<file path="src/rtl/lcd_testgen.sv">
// LCD bus test-pattern generator: one registered n-half/p-half value pair per
// clk cycle for each bus signal, sequenced line by line through whole frames.
module lcd_testgen #(
  parameter int LINE_CYCLES = 228,
  parameter int VIS_LINES   = 144,
  parameter int TOTAL_LINES = 154
) (
  input  logic       clk,
  input  logic       n_reset,
  input  logic       enable,
  input  logic [1:0] mode,
  input  logic [1:0] color,
  output logic       n_hsync,
  output logic       p_hsync,
  output logic       n_vsync,
  output logic       p_vsync,
  output logic       n_latch,
  output logic       p_latch,
  output logic       n_altsig,
  output logic       p_altsig,
  output logic       n_ctrl,
  output logic       p_ctrl,
  output logic       n_pclk,
  output logic       p_pclk,
  output logic [1:0] n_px,
  output logic [1:0] p_px,
  output logic       frame_start,
  output logic [7:0] line,
  output logic       busy
);

  localparam int CW = $clog2(LINE_CYCLES);
  localparam logic [CW-1:0] COL_LAST  = CW'(LINE_CYCLES - 1);
  localparam logic [CW-1:0] COL_0     = CW'(0);
  localparam logic [CW-1:0] COL_1     = CW'(1);
  localparam logic [CW-1:0] COL_2     = CW'(2);
  localparam logic [CW-1:0] COL_3     = CW'(3);
  localparam logic [CW-1:0] COL_160   = CW'(160);
  localparam logic [CW-1:0] COL_161   = CW'(161);
  localparam logic [CW-1:0] COL_162   = CW'(162);
  localparam logic [7:0]    LINE_LAST = 8'(TOTAL_LINES - 1);
  localparam logic [7:0]    LINE_VIS  = 8'(VIS_LINES);

  typedef enum logic [1:0] {
    IDLE     = 2'd0,
    RUN      = 2'd1,
    SHUTDOWN = 2'd2
  } state_t;

  state_t        r_state, w_state_nxt;
  logic [CW-1:0] r_col, w_col_nxt;
  logic [7:0]    r_line, w_line_nxt;
  logic [1:0]    r_mode, r_color;
  logic          r_alt;

  logic          w_in_run, w_wave, w_fs, w_alt_nxt;
  logic          w_hs, w_vs, w_latch, w_pclk_n, w_pclk_p, w_pix_en;
  logic [1:0]    w_x43, w_px;

  logic          r_hsync, r_vsync, r_latch, r_altsig, r_ctrl;
  logic          r_pclk_n, r_pclk_p, r_fs, r_busy;
  logic [1:0]    r_px;
  logic [7:0]    r_line_out;

  // Pattern value from bits [4:3] of the pixel column and line indices.
  function automatic logic [1:0] f_pixel(input logic [1:0] m, input logic [1:0] c,
                                         input logic [1:0] x43, input logic [1:0] y43);
    logic [1:0] v;
    case (m)
      2'd0:    v = c;
      2'd1:    v = x43;
      2'd2:    v = y43;
      2'd3:    v = {2{x43[0] ^ y43[0]}};
      default: v = 2'd0;
    endcase
    return v;
  endfunction

  // State and counter registers.
  always_ff @(posedge clk or negedge n_reset) begin
    if (!n_reset) begin
      r_state <= IDLE;
      r_col   <= COL_0;
      r_line  <= 8'd0;
    end else begin
      r_state <= w_state_nxt;
      r_col   <= w_col_nxt;
      r_line  <= w_line_nxt;
    end
  end

  // Next state: enable is only looked at in IDLE and on the last cycle of a frame.
  always_comb begin
    w_state_nxt = r_state;
    w_col_nxt   = r_col;
    w_line_nxt  = r_line;
    case (r_state)
      IDLE: begin
        w_col_nxt  = COL_0;
        w_line_nxt = 8'd0;
        if (enable) w_state_nxt = RUN;
        else        w_state_nxt = IDLE;
      end
      RUN: begin
        if (r_col == COL_LAST) begin
          w_col_nxt = COL_0;
          if (r_line == LINE_LAST) begin
            w_line_nxt = 8'd0;
            if (enable) w_state_nxt = RUN;
            else        w_state_nxt = SHUTDOWN;
          end else begin
            w_line_nxt = r_line + 8'd1;
          end
        end else begin
          w_col_nxt = r_col + COL_1;
        end
      end
      SHUTDOWN: begin
        w_line_nxt = 8'd0;
        if (r_col == COL_LAST) begin
          w_col_nxt   = COL_0;
          w_state_nxt = IDLE;
        end else begin
          w_col_nxt = r_col + COL_1;
        end
      end
      default: begin
        w_state_nxt = IDLE;
        w_col_nxt   = COL_0;
        w_line_nxt  = 8'd0;
      end
    endcase
  end

  // Bus values for the cycle about to start, decoded from the next state and counters.
  always_comb begin
    w_hs     = 1'b0;
    w_latch  = 1'b0;
    w_pclk_n = 1'b0;
    w_pclk_p = 1'b0;
    w_pix_en = 1'b0;
    w_in_run = (w_state_nxt == RUN);
    w_wave   = (w_state_nxt == SHUTDOWN) || (w_in_run && (w_line_nxt < LINE_VIS));
    w_fs     = w_in_run && (w_line_nxt == 8'd0) && (w_col_nxt == COL_0);
    w_vs     = w_in_run && (w_line_nxt == 8'd0) && (w_col_nxt <= COL_3);
    if (w_wave) begin
      if (w_col_nxt <= COL_1) begin
        w_hs     = 1'b1;
        w_pclk_p = 1'b1;
      end else if (w_col_nxt == COL_2) begin
        w_pclk_n = 1'b1;
        w_pclk_p = 1'b1;
        w_pix_en = 1'b1;
      end else if (w_col_nxt <= COL_160) begin
        w_pclk_p = 1'b1;
        w_pix_en = 1'b1;
      end else if (w_col_nxt == COL_161) begin
        w_pclk_n = 1'b1;
        w_pclk_p = 1'b1;
        w_latch  = 1'b1;
      end else if (w_col_nxt == COL_162) begin
        w_pclk_n = 1'b1;
        w_pclk_p = 1'b1;
        w_pix_en = 1'b1;
      end else begin
        w_pix_en = 1'b0;
      end
    end else begin
      w_pix_en = 1'b0;
    end
    // Bits [4:3] of (col - 2); the borrow comes from col[2:0] < 2. Pixel 159 sits at col 162.
    if (w_col_nxt == COL_162) begin
      w_x43 = 2'b11;
    end else begin
      w_x43 = w_col_nxt[4:3] - {1'b0, (w_col_nxt[2:1] == 2'b00)};
    end
    if (w_in_run && w_pix_en) begin
      w_px = f_pixel(r_mode, r_color, w_x43, w_line_nxt[4:3]);
    end else begin
      w_px = 2'd0;
    end
    if (w_fs) w_alt_nxt = ~r_alt;
    else      w_alt_nxt = r_alt;
  end

  // Frame-latched pattern settings and the altsig phase.
  always_ff @(posedge clk or negedge n_reset) begin
    if (!n_reset) begin
      r_mode  <= 2'd0;
      r_color <= 2'd0;
      r_alt   <= 1'b0;
    end else begin
      if (w_fs) begin
        r_mode  <= mode;
        r_color <= color;
      end
      r_alt <= w_alt_nxt;
    end
  end

  // Output registers.
  always_ff @(posedge clk or negedge n_reset) begin
    if (!n_reset) begin
      r_hsync    <= 1'b0;
      r_vsync    <= 1'b0;
      r_latch    <= 1'b0;
      r_altsig   <= 1'b0;
      r_ctrl     <= 1'b0;
      r_pclk_n   <= 1'b0;
      r_pclk_p   <= 1'b0;
      r_px       <= 2'd0;
      r_fs       <= 1'b0;
      r_line_out <= 8'd0;
      r_busy     <= 1'b0;
    end else begin
      r_hsync    <= w_hs;
      r_vsync    <= w_vs;
      r_latch    <= w_latch;
      r_altsig   <= (w_state_nxt != IDLE) && w_alt_nxt;
      r_ctrl     <= w_in_run;
      r_pclk_n   <= w_pclk_n;
      r_pclk_p   <= w_pclk_p;
      r_px       <= w_px;
      r_fs       <= w_fs;
      r_line_out <= w_in_run ? w_line_nxt : 8'd0;
      r_busy     <= (w_state_nxt != IDLE);
    end
  end

  assign n_hsync     = r_hsync;
  assign p_hsync     = r_hsync;
  assign n_vsync     = r_vsync;
  assign p_vsync     = r_vsync;
  assign n_latch     = r_latch;
  assign p_latch     = r_latch;
  assign n_altsig    = r_altsig;
  assign p_altsig    = r_altsig;
  assign n_ctrl      = r_ctrl;
  assign p_ctrl      = r_ctrl;
  assign n_pclk      = r_pclk_n;
  assign p_pclk      = r_pclk_p;
  assign n_px        = r_px;
  assign p_px        = r_px;
  assign frame_start = r_fs;
  assign line        = r_line_out;
  assign busy        = r_busy;

endmodule

</file>
<file path="config.mk">
export PLATFORM = sky130hd
export DESIGN_NAME = lcd_testgen
export DESIGN_NICKNAME = d
export VERILOG_FILES = /design/src/rtl/lcd_testgen.sv
export SDC_FILE = /design/constraint.sdc
export NUM_CORES = 1
export LEC_CHECK = 0
export CORE_AREA = 2 2 93 95
export DETAILED_ROUTE_END_ITERATION = 10
export DIE_AREA = 0 0 95 97
export RECOVER_POWER = 25
export SYNTH_ARGS = -nofsm -noshare
export SYNTH_HDL_FRONTEND = slang
export SYNTH_SLANG_ARGS = --single-unit
</file>
<file path="constraint.sdc">
create_clock -name clk -period 3.8 [get_ports clk]
set_clock_uncertainty 0.1 [all_clocks]
set_input_delay 0.57 -clock clk [delete_from_list [all_inputs] [get_ports clk]]
set_output_delay 0.57 -clock clk [all_outputs]
set_load 0.1 [all_outputs]
</file>
**Yosys cells after proc, flatten, opt, wreduce, memory -nomap -nowiden**

Cells that the tools add are included.

- Flip-flop bits (word level): 42
- Input bits: 7
- Output and inout port bits: 26
- Word-level logic and storage cells: 90

- $add $sub $neg: 3
- Magnitude comparators: 4
- Equality and inequality tests: 12
- Multiplexer cells: 38
- Bitwise logic cells: 2
- Reduce and logical (&&, ||, !) cells: 14

Operator list:

| cell | number |
|---|---|
| 8-bit two-way mux | 6 |
| 8-bit == test, second input constant | 4 |
| 1-bit two-way mux | 24 |
| 8-bit by 1-bit adder with 8-bit output, second input constant | 2 |
| 8-bit zero test | 2 |
| 2-bit two-way mux | 6 |
| 2-bit == test, second input constant | 4 |
| 8-bit by 2-bit == test with 1-bit output, second input constant | 1 |
| 8-bit by 1-bit less-or-equal comparator with 1-bit output, second input constant | 1 |
| 8-bit by 2-bit less-or-equal comparator with 1-bit output, second input constant | 1 |
| 8-bit less-or-equal comparator, second input constant | 1 |
| 8-bit less-than comparator, second input constant | 1 |
| 2-bit case mux with 4 select lines | 1 |
| 2-bit by 1-bit == test with 1-bit output, second input constant | 3 |
| 1-bit logical AND | 6 |
| 2-bit zero test | 3 |
| 2-bit case mux with 3 select lines | 1 |
| 2-bit nonzero test | 1 |
| 2-bit OR reduction | 1 |
| 2-bit by 1-bit subtractor with 2-bit output | 1 |
| 1-bit logical OR | 1 |
| 1-bit inverter | 1 |
| 1-bit XOR | 1 |

**Depth between registers and ports, before layout**

Gate-level depths: netlist of the first run.

- Depth in word-level cells: 12
- Mapped depth: 12
- Gate-level depth less buffers: 11

**Worst setup path after synthesis of the first run**

No wires, ideal clock.

- Path kind: reg-to-reg
- Start: register r_col[1]
- End: register r_color[0]
- Library setup time: 125 ps
- Arrival time: 2,779 ps
- Data required time: 3,575 ps
- Slack: 796 ps
- Cell stages (with the launch flop): 9
- Buffers on the path: 0
- Clock period less this slack: 3,004 ps
- Cells stage by stage: dfrtp_1 ha_1 or4b_4 nor4_2 mux2i_1 a41oi_1 nor4b_2 nand2_2 mux2_4

- Longest elaborated chain between the ends: 6
- Elaborated cells on any way between the ends: 14
- Classes of those cells: 1 x add/sub; 2 x eq/ne; 7 x mux; 4 x reduce/logical

RTL lines:

| item | RTL line | source |
|---|---|---|
| from (decl) | 51 | `logic [CW-1:0] r_col, w_col_nxt;` |
| from (signal assigned) | 87 | `r_col <= w_col_nxt;` |
| branches (longest 5 deep; another with 8-bit by 1-bit adder with 8-bit output) | n/a |  |
| 1-bit logical AND (*) | 144 | `w_fs = w_in_run && (w_line_nxt == 8'd0) && (w_col_nxt == COL_0);` |
| to (signal assigned) | 195 | `r_color <= color;` |
| to (decl) | 53 | `logic [1:0] r_mode, r_color;` |

Every way passes the cells marked *.
A chain may end at the register's enable or synchronous reset.

**Worst setup path in the final report of the first run**

- Start: register r_col[0]
- End: register r_color[1]

The elaborated chain is that of the path after synthesis.

==> reports/results.ini, run 1 <==
[sta]
worst_slack_ps = 316
tightest_slew_ps = 2240
fin_crit_ps = 3480
hold_viol = 0
setup_violations = 0
maxSlewViolCount = 43
relSlewSlack_pct = -49.4
rsz0062_at_grt = no
period_share_pct = 91.7
finalSetupTns_ps = 0
timing.fmax_mhz = 287

[worst_setup_path]
worstPathMaxFanout = 12
rr_worst_depth = 8
crit_start = r_col[0]$_DFF_PN0_
r2r_setup_slack_ps = 320
r2r_start = r_col[0]$_DFF_PN0_
crit_path_start_kind = flip-flop
r2r_end = r_color[1]$_DFFE_PN0P_
cp.required_ps = 3880
cp.arrival_ps = 3570
path_class = reg -> reg
crit_end = r_color[1]$_DFFE_PN0P_
end_kind = flip-flop

[die]
die_w_um = 95
die_h_um = 97
fp-row-count = 33
die_area_um2 = 9220
pin_count = 33
initial_core_util_pct = 29.2
core-area_um2 = 8130

[power]
ir_drop_uv = 501
p_leak_nw = 1.22
p_sw_w = 0.00102
sw_frac_of_total_pct = 49.1
p_int_w = 0.00106
power_frac_clock_pct = 16.9
p_per_area_nw_per_um2 = 731
power_frac_seq_pct = 29.2
combPwrFrac_pct = 53.9

[place]
dp.final_hpwl_mm = 3.49
detailedPlace.worstSlack_ps = 250
portBuffers = 32
routabilityCongestion = 0.891

[logic_synthesis]
synthesis.nets = 251
syn_area_um2 = 2380
synth_flop_cell = dfrtp_1
synth_warnings = 0
seq_area_frac_synth_pct = 44.2
synth.distinct_cells = 57
synth_cells = 236
synthArstFlopShare_pct = 100
syn_area_per_cell_um2 = 10.1
synth_edf_count = 0
ys_seq_elements = 42

[global_route]
grt_pass1_wl_mm = 8.45
antenna_found_initial = 0
grtUsageTotal_pct = 11.4
grt_max_degree = 43
grt_pass1_vias = 1725
grt-ovfl-total = 0

[routing]
wl_mm = 4.87
avgViaCountPerCell = 4.78
drtPass1Iterations = 4
wl_per_cell_um = 13.3
drt_first_iter_violations = 73
route.detailed.drc = 0
vias = 1751
drtAntennaViolNets = 0

[clock_tree]
insertion_delay_ps = 290
numCtsBuffers = 5
cts_setup_buffers = 0
max-clock-path-buffers = 2
path_clk_slew_ps = 80
cts-root-buf = clkbuf_8
htree_levels = 2
cts_tree = done
clock_sinks = 42

[status]
violations = max-capacitance violations, max-slew violations
outcome = complete, but fails checks

[final_layout]
layout-drive-gt1-share_pct = 9.58
syn_to_final_growth_pct = 19.6
fill_cells = 818
diodes = 0
layout.nets = 275

[min_path]
hold_class = reg -> reg

[run]
max_cap_violations = 1

cells in the mapped netlist (2+ instances only):
| master | number | area share [%] |
|---|---|---|
| xnor2_1 | 9 | 3.3 |
| inv_1 | 16 | 2.5 |
| nand3_1 | 10 | 2.1 |
| a211oi_1 | 3 | 0.95 |
| nand4_1 | 2 | 0.53 |
| or2_2 | 3 | 0.79 |
| and2_1 | 6 | 1.6 |
| nand3b_1 | 3 | 0.95 |
| a31o_1 | 2 | 0.74 |
| a31oi_1 | 4 | 1.1 |
| a21boi_1 | 2 | 0.63 |
| clkbuf_1 | 6 | 0.95 |
| nand2_1 | 17 | 2.7 |
| nand2_2 | 2 | 0.53 |
| o21a_1 | 2 | 0.63 |
| mux2i_1 | 3 | 1.3 |
| mux2_4 | 4 | 2.5 |
| or3_1 | 2 | 0.53 |
| or4b_4 | 2 | 1.2 |
| xor2_1 | 3 | 1.1 |
| ha_1 | 8 | 4.2 |
| dfrtp_1 | 42 | 44 |
| o31ai_1 | 2 | 0.63 |
| o211a_1 | 3 | 1.3 |
| and3_1 | 2 | 0.53 |
| a21oi_1 | 9 | 1.9 |
| nor3_1 | 7 | 1.5 |
| buf_4 | 7 | 2.2 |
| o21bai_1 | 2 | 0.63 |
| o21ai_0 | 5 | 1.1 |
| nor4_1 | 3 | 0.79 |
| buf_6 | 2 | 0.95 |
| nor2_1 | 19 | 3.0 |
through the flow:
stage / total power [W] / cells / util (%) / instance area, um2 / hold slack, ps
4_1_cts: 0.00210 / 366 / 34.9 / 2840 / 359
2_1_floorplan: 0.00153 / 236 / - / 2380 / 174
6_report: 0.00208 / 366 / 35.0 / 2850 / 397
3_3_place_gp: 0.00173 / 358 / 33.6 / 2730 / 384
5_1_grt: 0.00220 / 366 / 35.0 / 2850 / 417
3_5_place_dp: 0.00174 / 358 / 33.6 / 2730 / 382
cells in the final DEF, fill, tap and decap left out, types with 3 or more instances in the layout:
master | Yosys | routed
nor2_1 | 19 | 19
xor2_1 | 3 | 3
nand2_1 | 17 | 17
nand3_1 | 10 | 10
o211a_1 | 3 | 3
or2_2 | 3 | 3
a211oi_1 | 3 | 3
o21ai_0 | 5 | 5
xnor2_1 | 9 | 9
a31oi_1 | 4 | 4
a21oi_1 | 9 | 9
nor4_1 | 3 | 3
mux2_4 | 4 | 4
and2_1 | 6 | 6
nand3b_1 | 3 | 3
clkdlybuf4s50_1 | 0 | 31
inv_1 | 16 | 16
clkbuf_8 | 0 | 5
nor3_1 | 7 | 7
ha_1 | 8 | 8
mux2i_1 | 3 | 3
clkbuf_1 | 6 | 3
dfrtp_1 | 42 | 42
registers in the layout, indices dropped and copies added, names as in the netlist:
| signal | flops |
|---|---|
| busy | 1 |
| frame_start | 1 |
| line | 8 |
| n_altsig | 1 |
| n_ctrl | 1 |
| n_hsync | 1 |
| n_latch | 1 |
| n_pclk | 1 |
| n_px | 2 |
| n_vsync | 1 |
| p_pclk | 1 |
| r_alt | 1 |
| r_col | 8 |
| r_color | 2 |
| r_line | 8 |
| r_mode | 2 |
| r_state | 2 |
critical path, stage by stage, from the launching register on:
cell     delay, ps
dfrtp_1        550
ha_1           340
or4b_4         620
nor4_4         410
mux2i_1        270
a41oi_1        170
nor4b_2        360
nand2_2        220
mux2_4         340
worst min path at each step:
| stage | slack [ps] | start | cells after the start | to |
|---|---|---|---|---|
| 2_1_floorplan | 170 | n_reset | 0 | busy$_DFF_PN0_ |
| 3_3_place_gp | 380 | r_alt$_DFF_PN0_ | 1 | r_alt$_DFF_PN0_ |
| 3_5_place_dp | 380 | r_alt$_DFF_PN0_ | 1 | r_alt$_DFF_PN0_ |
| 4_1_cts | 360 | n_reset | 1 | r_line[6]$_DFF_PN0_ |
| 5_1_grt | 420 | r_alt$_DFF_PN0_ | 1 | r_alt$_DFF_PN0_ |
| 6_report | 400 | r_alt$_DFF_PN0_ | 1 | r_alt$_DFF_PN0_ |
power by group through the flow:
| stage | logic [W] | registers (W) | clock network, W |
|---|---|---|---|
| CTS | 0.00113 | 0.000610 | 0.000361 |
| finish | 0.00112 | 0.000608 | 0.000352 |
| floorplan | 0.000633 | 0.000896 | 0 |
| global placement | 0.00112 | 0.000614 | 0 |
| detailed placement | 0.00113 | 0.000617 | 0 |
| global route | 0.00119 | 0.000624 | 0.000382 |
per-layer routing:
layer,vias up,track usage [%],part of all wire (%)
met1,835,16.8,50
met4,0,3.34,1.1
met2,33,16.9,45
li1,876,-,-
met5,-,0,0
met3,7,2.41,4.1
repair_timing:
| action | in CTS | in global routing |
|---|---|---|
| resized for setup | 0 | 1 |
| hold buffers | 0 | 0 |
| setup endpoints to repair | 0 | 4 |
final cells by class:
type / instances / area (um2) / share of cell area [%]
Multi-Input combinational cell: 162 / 1170 / 41.3
Tap cell: 105 / 131 / 4.62
Timing Repair Buffer: 33 / 322 / 11.3
Inverter: 16 / 60.1 / 2.11
Clock buffer: 7 / 76.3 / 2.68
Clock inverter: 1 / 30.0 / 1.06
Sequential cell: 42 / 1050 / 36.9
cells by family (layout without fill, tap and decap cells):
| logic type | count (synthesis) | count (layout) | share of synthesized area, % |
|---|---|---|---|
| and+or+nand+nor | 87 | 87 | 20.3 |
| AOI/OAI and AO/OA | 47 | 47 | 15.9 |
| DFF | 42 | 42 | 44.2 |
| buffers and inverters | 32 | 57 | 6.79 |
| xor gates and xnor gates | 12 | 12 | 4.42 |
| adders and majority gates | 8 | 8 | 4.21 |
| muxes | 8 | 8 | 4.26 |
Power figures use the tool's default switching activity.
==> inputs of run 2 (changes only) <==
--- a/config.mk
+++ b/config.mk
@@ -8,6 +8,7 @@
 export CORE_AREA = 2 2 93 95
 export DETAILED_ROUTE_END_ITERATION = 10
 export DIE_AREA = 0 0 95 97
+export DONT_BUFFER_PORTS = 1
 export RECOVER_POWER = 25
 export SYNTH_ARGS = -nofsm -noshare
 export SYNTH_HDL_FRONTEND = slang
==> run 2 against run 1 <==
Fmax up 3.5%. Design area fell by 10%. Total power is 5.6% lower. First-iteration DRC count up 6.8%. Largest cell class unchanged. Register-to-register slack gained 120 ps. Core utilization fell by 3.5 points. Global-route usage fell by 0.65 points. The flow still finishes with violations (max-capacitance violations, max-slew violations). Critical path depth unchanged. Non-clock buffer count shrank 28. Sequential share of layout area up 4.4 points. Worst hold slack worse by 84 ps.
==> reports/results.ini, run 2 (synthesized netlist as in run 1, its figures left out) <==
[sta]
worst_slack_ps = 432
maxSlewViolCount = 43
finalSetupTns_ps = 0
relSlewSlack_pct = -46.9
hold_viol = 0
period_share_pct = 88.6
fin_crit_ps = 3370
setup_violations = 0
rsz0062_at_grt = no
tightest_slew_ps = 2200
timing.fmax_mhz = 297

[global_route]
grt_pass1_vias = 1590
grt-ovfl-total = 0
antenna_found_initial = 0
grt_pass1_wl_mm = 8.00
grtUsageTotal_pct = 10.8
grt_max_degree = 43

[die]
pin_count = 33
initial_core_util_pct = 29.2
fp-row-count = 33
core-area_um2 = 8130
die_h_um = 97
die_area_um2 = 9220
die_w_um = 95

[place]
portBuffers = 0
dpl.cell_count = 329
dp.final_hpwl_mm = 3.36
dpl_cell_area_um2 = 2450
routabilityCongestion = 0.798
detailedPlace.worstSlack_ps = 436

[min_path]
hold_class = in -> reg

[final_layout]
layout.nets = 247
diodes = 0
fill_cells = 831
design_area_um2 = 2560
layout-drive-gt1-share_pct = 15.5
finalNonFillerCells = 338
syn_to_final_growth_pct = 7.68
final_common_cell = dfrtp_1
final_cell_mix = dfrtp_1 (35), nor2_1 (19), nand2_1 (17), inv_1 (16), nand3_1 (10)

[worst_setup_path]
crit_end = r_mode[1]$_DFFE_PN0P_
path_class = reg -> reg
end_kind = flip-flop
worstPathMaxFanout = 12
r2r_start = r_col[1]$_DFF_PN0_
cp.arrival_ps = 3460
crit_start = r_col[1]$_DFF_PN0_
r2r_setup_slack_ps = 430
rr_worst_depth = 8
crit_path_start_kind = flip-flop
r2r_end = r_mode[1]$_DFFE_PN0P_
cp.required_ps = 3890

[clock_tree]
clock_sinks = 42
cts_tree = done
path_clk_slew_ps = 80
max-clock-path-buffers = 2
cts_setup_buffers = 0
numCtsBuffers = 5
cts_hold_buf = 1
cts-root-buf = clkbuf_8
cts_resized = 0
insertion_delay_ps = 290
htree_levels = 2

[power]
ir_drop_uv = 457
p_leak_nw = 1.10
p_per_area_nw_per_um2 = 767

[routing]
vias = 1638
wl_mm = 4.65
drtAntennaViolNets = 0
avgViaCountPerCell = 4.85
route.detailed.drc = 0
wl_per_cell_um = 13.8
drt_first_iter_violations = 78
drtPass1Iterations = 4

[run]
max_cap_violations = 1

[status]
violations = max-capacitance violations, max-slew violations
outcome = complete, but fails checks

## run 2: power by group
group          internal (W)  switching, W  total [W]
Clock              0.000196      0.000156   0.000352
Sequential         0.000527      0.000570    0.00110
Combinational      0.000238      0.000278   0.000516
Total              0.000961       0.00100    0.00196
## run 2: critical path: stages, from the launching register on
cell	delay, ps
dfrtp_1	410
ha_1	290
or4b_4	610
nor4_2	490
mux2i_1	280
a41oi_1	160
nor4b_2	350
nand2_2	220
mux2_4	340
## run 2: how the worst min path moves through the flow
stage            start                     to  depth (start not counted)
2_1_floorplan  n_reset         busy$_DFF_PN0_                          0
4_1_cts        n_reset    r_line[4]$_DFF_PN0_                          1
6_report       mode[0]  r_mode[0]$_DFFE_PN0P_                          1
3_5_place_dp   n_reset      line[2]$_DFF_PN0_                          0
3_3_place_gp   n_reset      line[2]$_DFF_PN0_                          0
5_1_grt        mode[0]  r_mode[0]$_DFFE_PN0P_                          1
## run 2: metrics by stage
stage          hold WS, ps  util, %  power (W)
3_3_place_gp           177     30.1    0.00162
3_5_place_dp           177     30.1    0.00162
6_report               313     31.5    0.00196
2_1_floorplan          174        -    0.00153
4_1_cts               19.5     31.7    0.00199
5_1_grt                293     31.5    0.00208
## run 2: area by class of cell
cell class	count	area (um2)	share of cell area, %
multi-input combinational	162	1170	45.5
sequential	42	1060	41.4
tap	105	131	5.13
clock buffer	6	72.6	2.83
inverter	16	60.1	2.34
clock inverter	2	37.5	1.47
timing repair buffer	5	33.8	1.32
## run 2: per-layer routing
layer  up-vias  share of wire [%]  GRT usage [%]
li1        820                  -              -
met1       763                 51           16.2
met2        48                 43           15.3
met3         7                4.9           3.27
met4         0               0.90           2.12
met5         -                  0              0
==> inputs of run 3 (changes only) <==
--- a/config.mk
+++ b/config.mk
@@ -5,9 +5,9 @@
 export SDC_FILE = /design/constraint.sdc
 export NUM_CORES = 1
 export LEC_CHECK = 0
-export CORE_AREA = 2 2 93 95
+export CORE_AREA = 8 8 99 101
 export DETAILED_ROUTE_END_ITERATION = 10
-export DIE_AREA = 0 0 95 97
+export DIE_AREA = 0 0 107 109
 export DONT_BUFFER_PORTS = 1
 export RECOVER_POWER = 25
 export SYNTH_ARGS = -nofsm -noshare
==> run 3 against run 2 <==
The flow still finishes with violations (max-capacitance violations, max-slew violations). Design area grew 0.15%. Non-clock buffer count is 2 lower. Register-to-register slack lost 90 ps. Sequential power about the same. Critical path type unchanged. Critical endpoint is now r_color[1]$_DFFE_PN0P_. Largest cell class unchanged. Highest routed layer unchanged.
==> reports/results.ini, run 3 (synthesized netlist as in run 1, its figures left out) <==
[status]
outcome = complete, but fails checks
violations = max-capacitance violations, max-slew violations

[worst_setup_path]
worst_path_max_delay_cell = or4b_4
path_cells = ha_1, or4b_4, nor4_4, mux2i_1, a41oi_1, nor4b_2, nand2_2, mux2_4
worstPathMaxFanout = 12
path_buf_inv = 0
critical-path-top-delay-family = simple AND/OR/NAND/NOR gates
cp.depth = 8
cp.arrival_ps = 3550
end_kind = flip-flop
cpPeakStageDelay_ps = 610
path_class = reg -> reg
crit_path_start_kind = flip-flop
rr_worst_depth = 8
crit_start = r_col[0]$_DFF_PN0_
r2r_start = r_col[0]$_DFF_PN0_
cp.required_ps = 3890

[global_route]
grt-ovfl-total = 0
grt_max_degree = 43
grtUsageTotal_pct = 8.93
antenna_found_initial = 0
grt_pass1_vias = 1644
grt_pass1_wl_mm = 8.31

[sta]
timing.hold.ws_ps = 312
rsz0062_at_grt = no
setup_violations = 0
relSlewSlack_pct = -50.4
maxSlewViolCount = 43
hold_viol = 0
fin_crit_ps = 3460
timing.fmax_mhz = 289
tightest_slew_ps = 2260
finalSetupTns_ps = 0
period_share_pct = 91.1

[clock_tree]
cts-root-buf = clkbuf_8
clock_sinks = 42
cts_tree = done
path_clk_slew_ps = 80
htree_levels = 2
insertion_delay_ps = 300
numCtsBuffers = 5
max-clock-path-buffers = 2
cts_setup_buffers = 0

[final_layout]
final_common_cell = dfrtp_1
final_core_util_pct = 30.6
layout-drive-gt1-share_pct = 14.7
final_cell_mix = dfrtp_1 (35), nor2_1 (19), nand2_1 (17), inv_1 (16), nand3_1 (10)
diodes = 0
layout.nets = 245
multiInputGateArea_um2 = 1170
syn_to_final_growth_pct = 7.84
register_area_um2 = 1060
fill_cells = 839

[routing]
drtAntennaViolNets = 0
drt_first_iter_violations = 106
route.detailed.drc = 0
vias = 1635
wl_per_cell_um = 14.4
drtPass1Iterations = 4
avgViaCountPerCell = 4.82
wl_mm = 4.87

[die]
die_w_um = 107
fp-row-count = 34
core-area_um2 = 8380
die_h_um = 109
initial_core_util_pct = 28.4
pin_count = 33
die_area_um2 = 11700

[min_path]
hold_class = in -> reg
min-delay-start = mode[0]
min_path_cells = 1

[run]
max_cap_violations = 1

[power]
p_per_area_nw_per_um2 = 769
power.total_w = 0.00197
ir_drop_uv = 617
p_leak_nw = 1.11

[place]
routabilityCongestion = 0.866
dp.final_hpwl_mm = 3.55
portBuffers = 0

-- run 3: cell types whose count changed in the layout (fill, tap and decap cells not counted) --
| cell | delta |
|---|---|
| buf_4 | -2 |
| nor4_2 | -1 |
| clkinvlp_4 | -1 |
| clkbuf_8 | +1 |
| nor4_4 | +1 |
-- run 3: layer usage --
metal | wire length [um] | track usage [%] | vias up
met2 | 2200 | 13.7 | 40
met5 | 0 | 0 | -
met4 | 51 | 3.02 | 0
li1 | - | - | 812
met3 | 297 | 2.78 | 7
met1 | 2320 | 11.7 | 776
-- run 3: report_power, final --
part           switching, W  internal (W)
registers          0.000583      0.000527
clock network      0.000155      0.000214
logic              0.000268      0.000226
-- run 3: what timing repair did --
item | CTS | global route
endpoints found under the hold margin | 42 | 0
hold buffers | 1 | 0
endpoints found under the setup margin | 0 | 4
resized for setup | 0 | 1
-- run 3: stage by stage --
stage          cells  setup slack [ps]  cell area (um2)
2_1_floorplan    236               796             2380
3_3_place_gp     330               357             2440
3_5_place_dp     330               250             2440
4_1_cts          339               235             2570
5_1_grt          339              48.8             2560
6_report         339               340             2560
-- run 3: worst paths after layout --
kind	slack, ps	endpoint
worst max register to register	340	r_color[1]$_DFFE_PN0P_
min in group asynchronous	840	r_col[2]$_DFF_PN0_
worst max-delay path	340	r_color[1]$_DFFE_PN0P_
worst min register to register	400	r_alt$_DFF_PN0_
worst min-delay path	310	r_mode[0]$_DFFE_PN0P_
max in group asynchronous	1310	n_altsig$_DFF_PN0_
-- run 3: final cells by class --
class	instances	area share, %
well taps	108	5.27
flip-flops and latches	42	41.3
repair buffers	3	0.732
multi-input cells	162	45.8
clock buffers	7	3.37
inverters	16	2.34
clock inverters	1	1.17
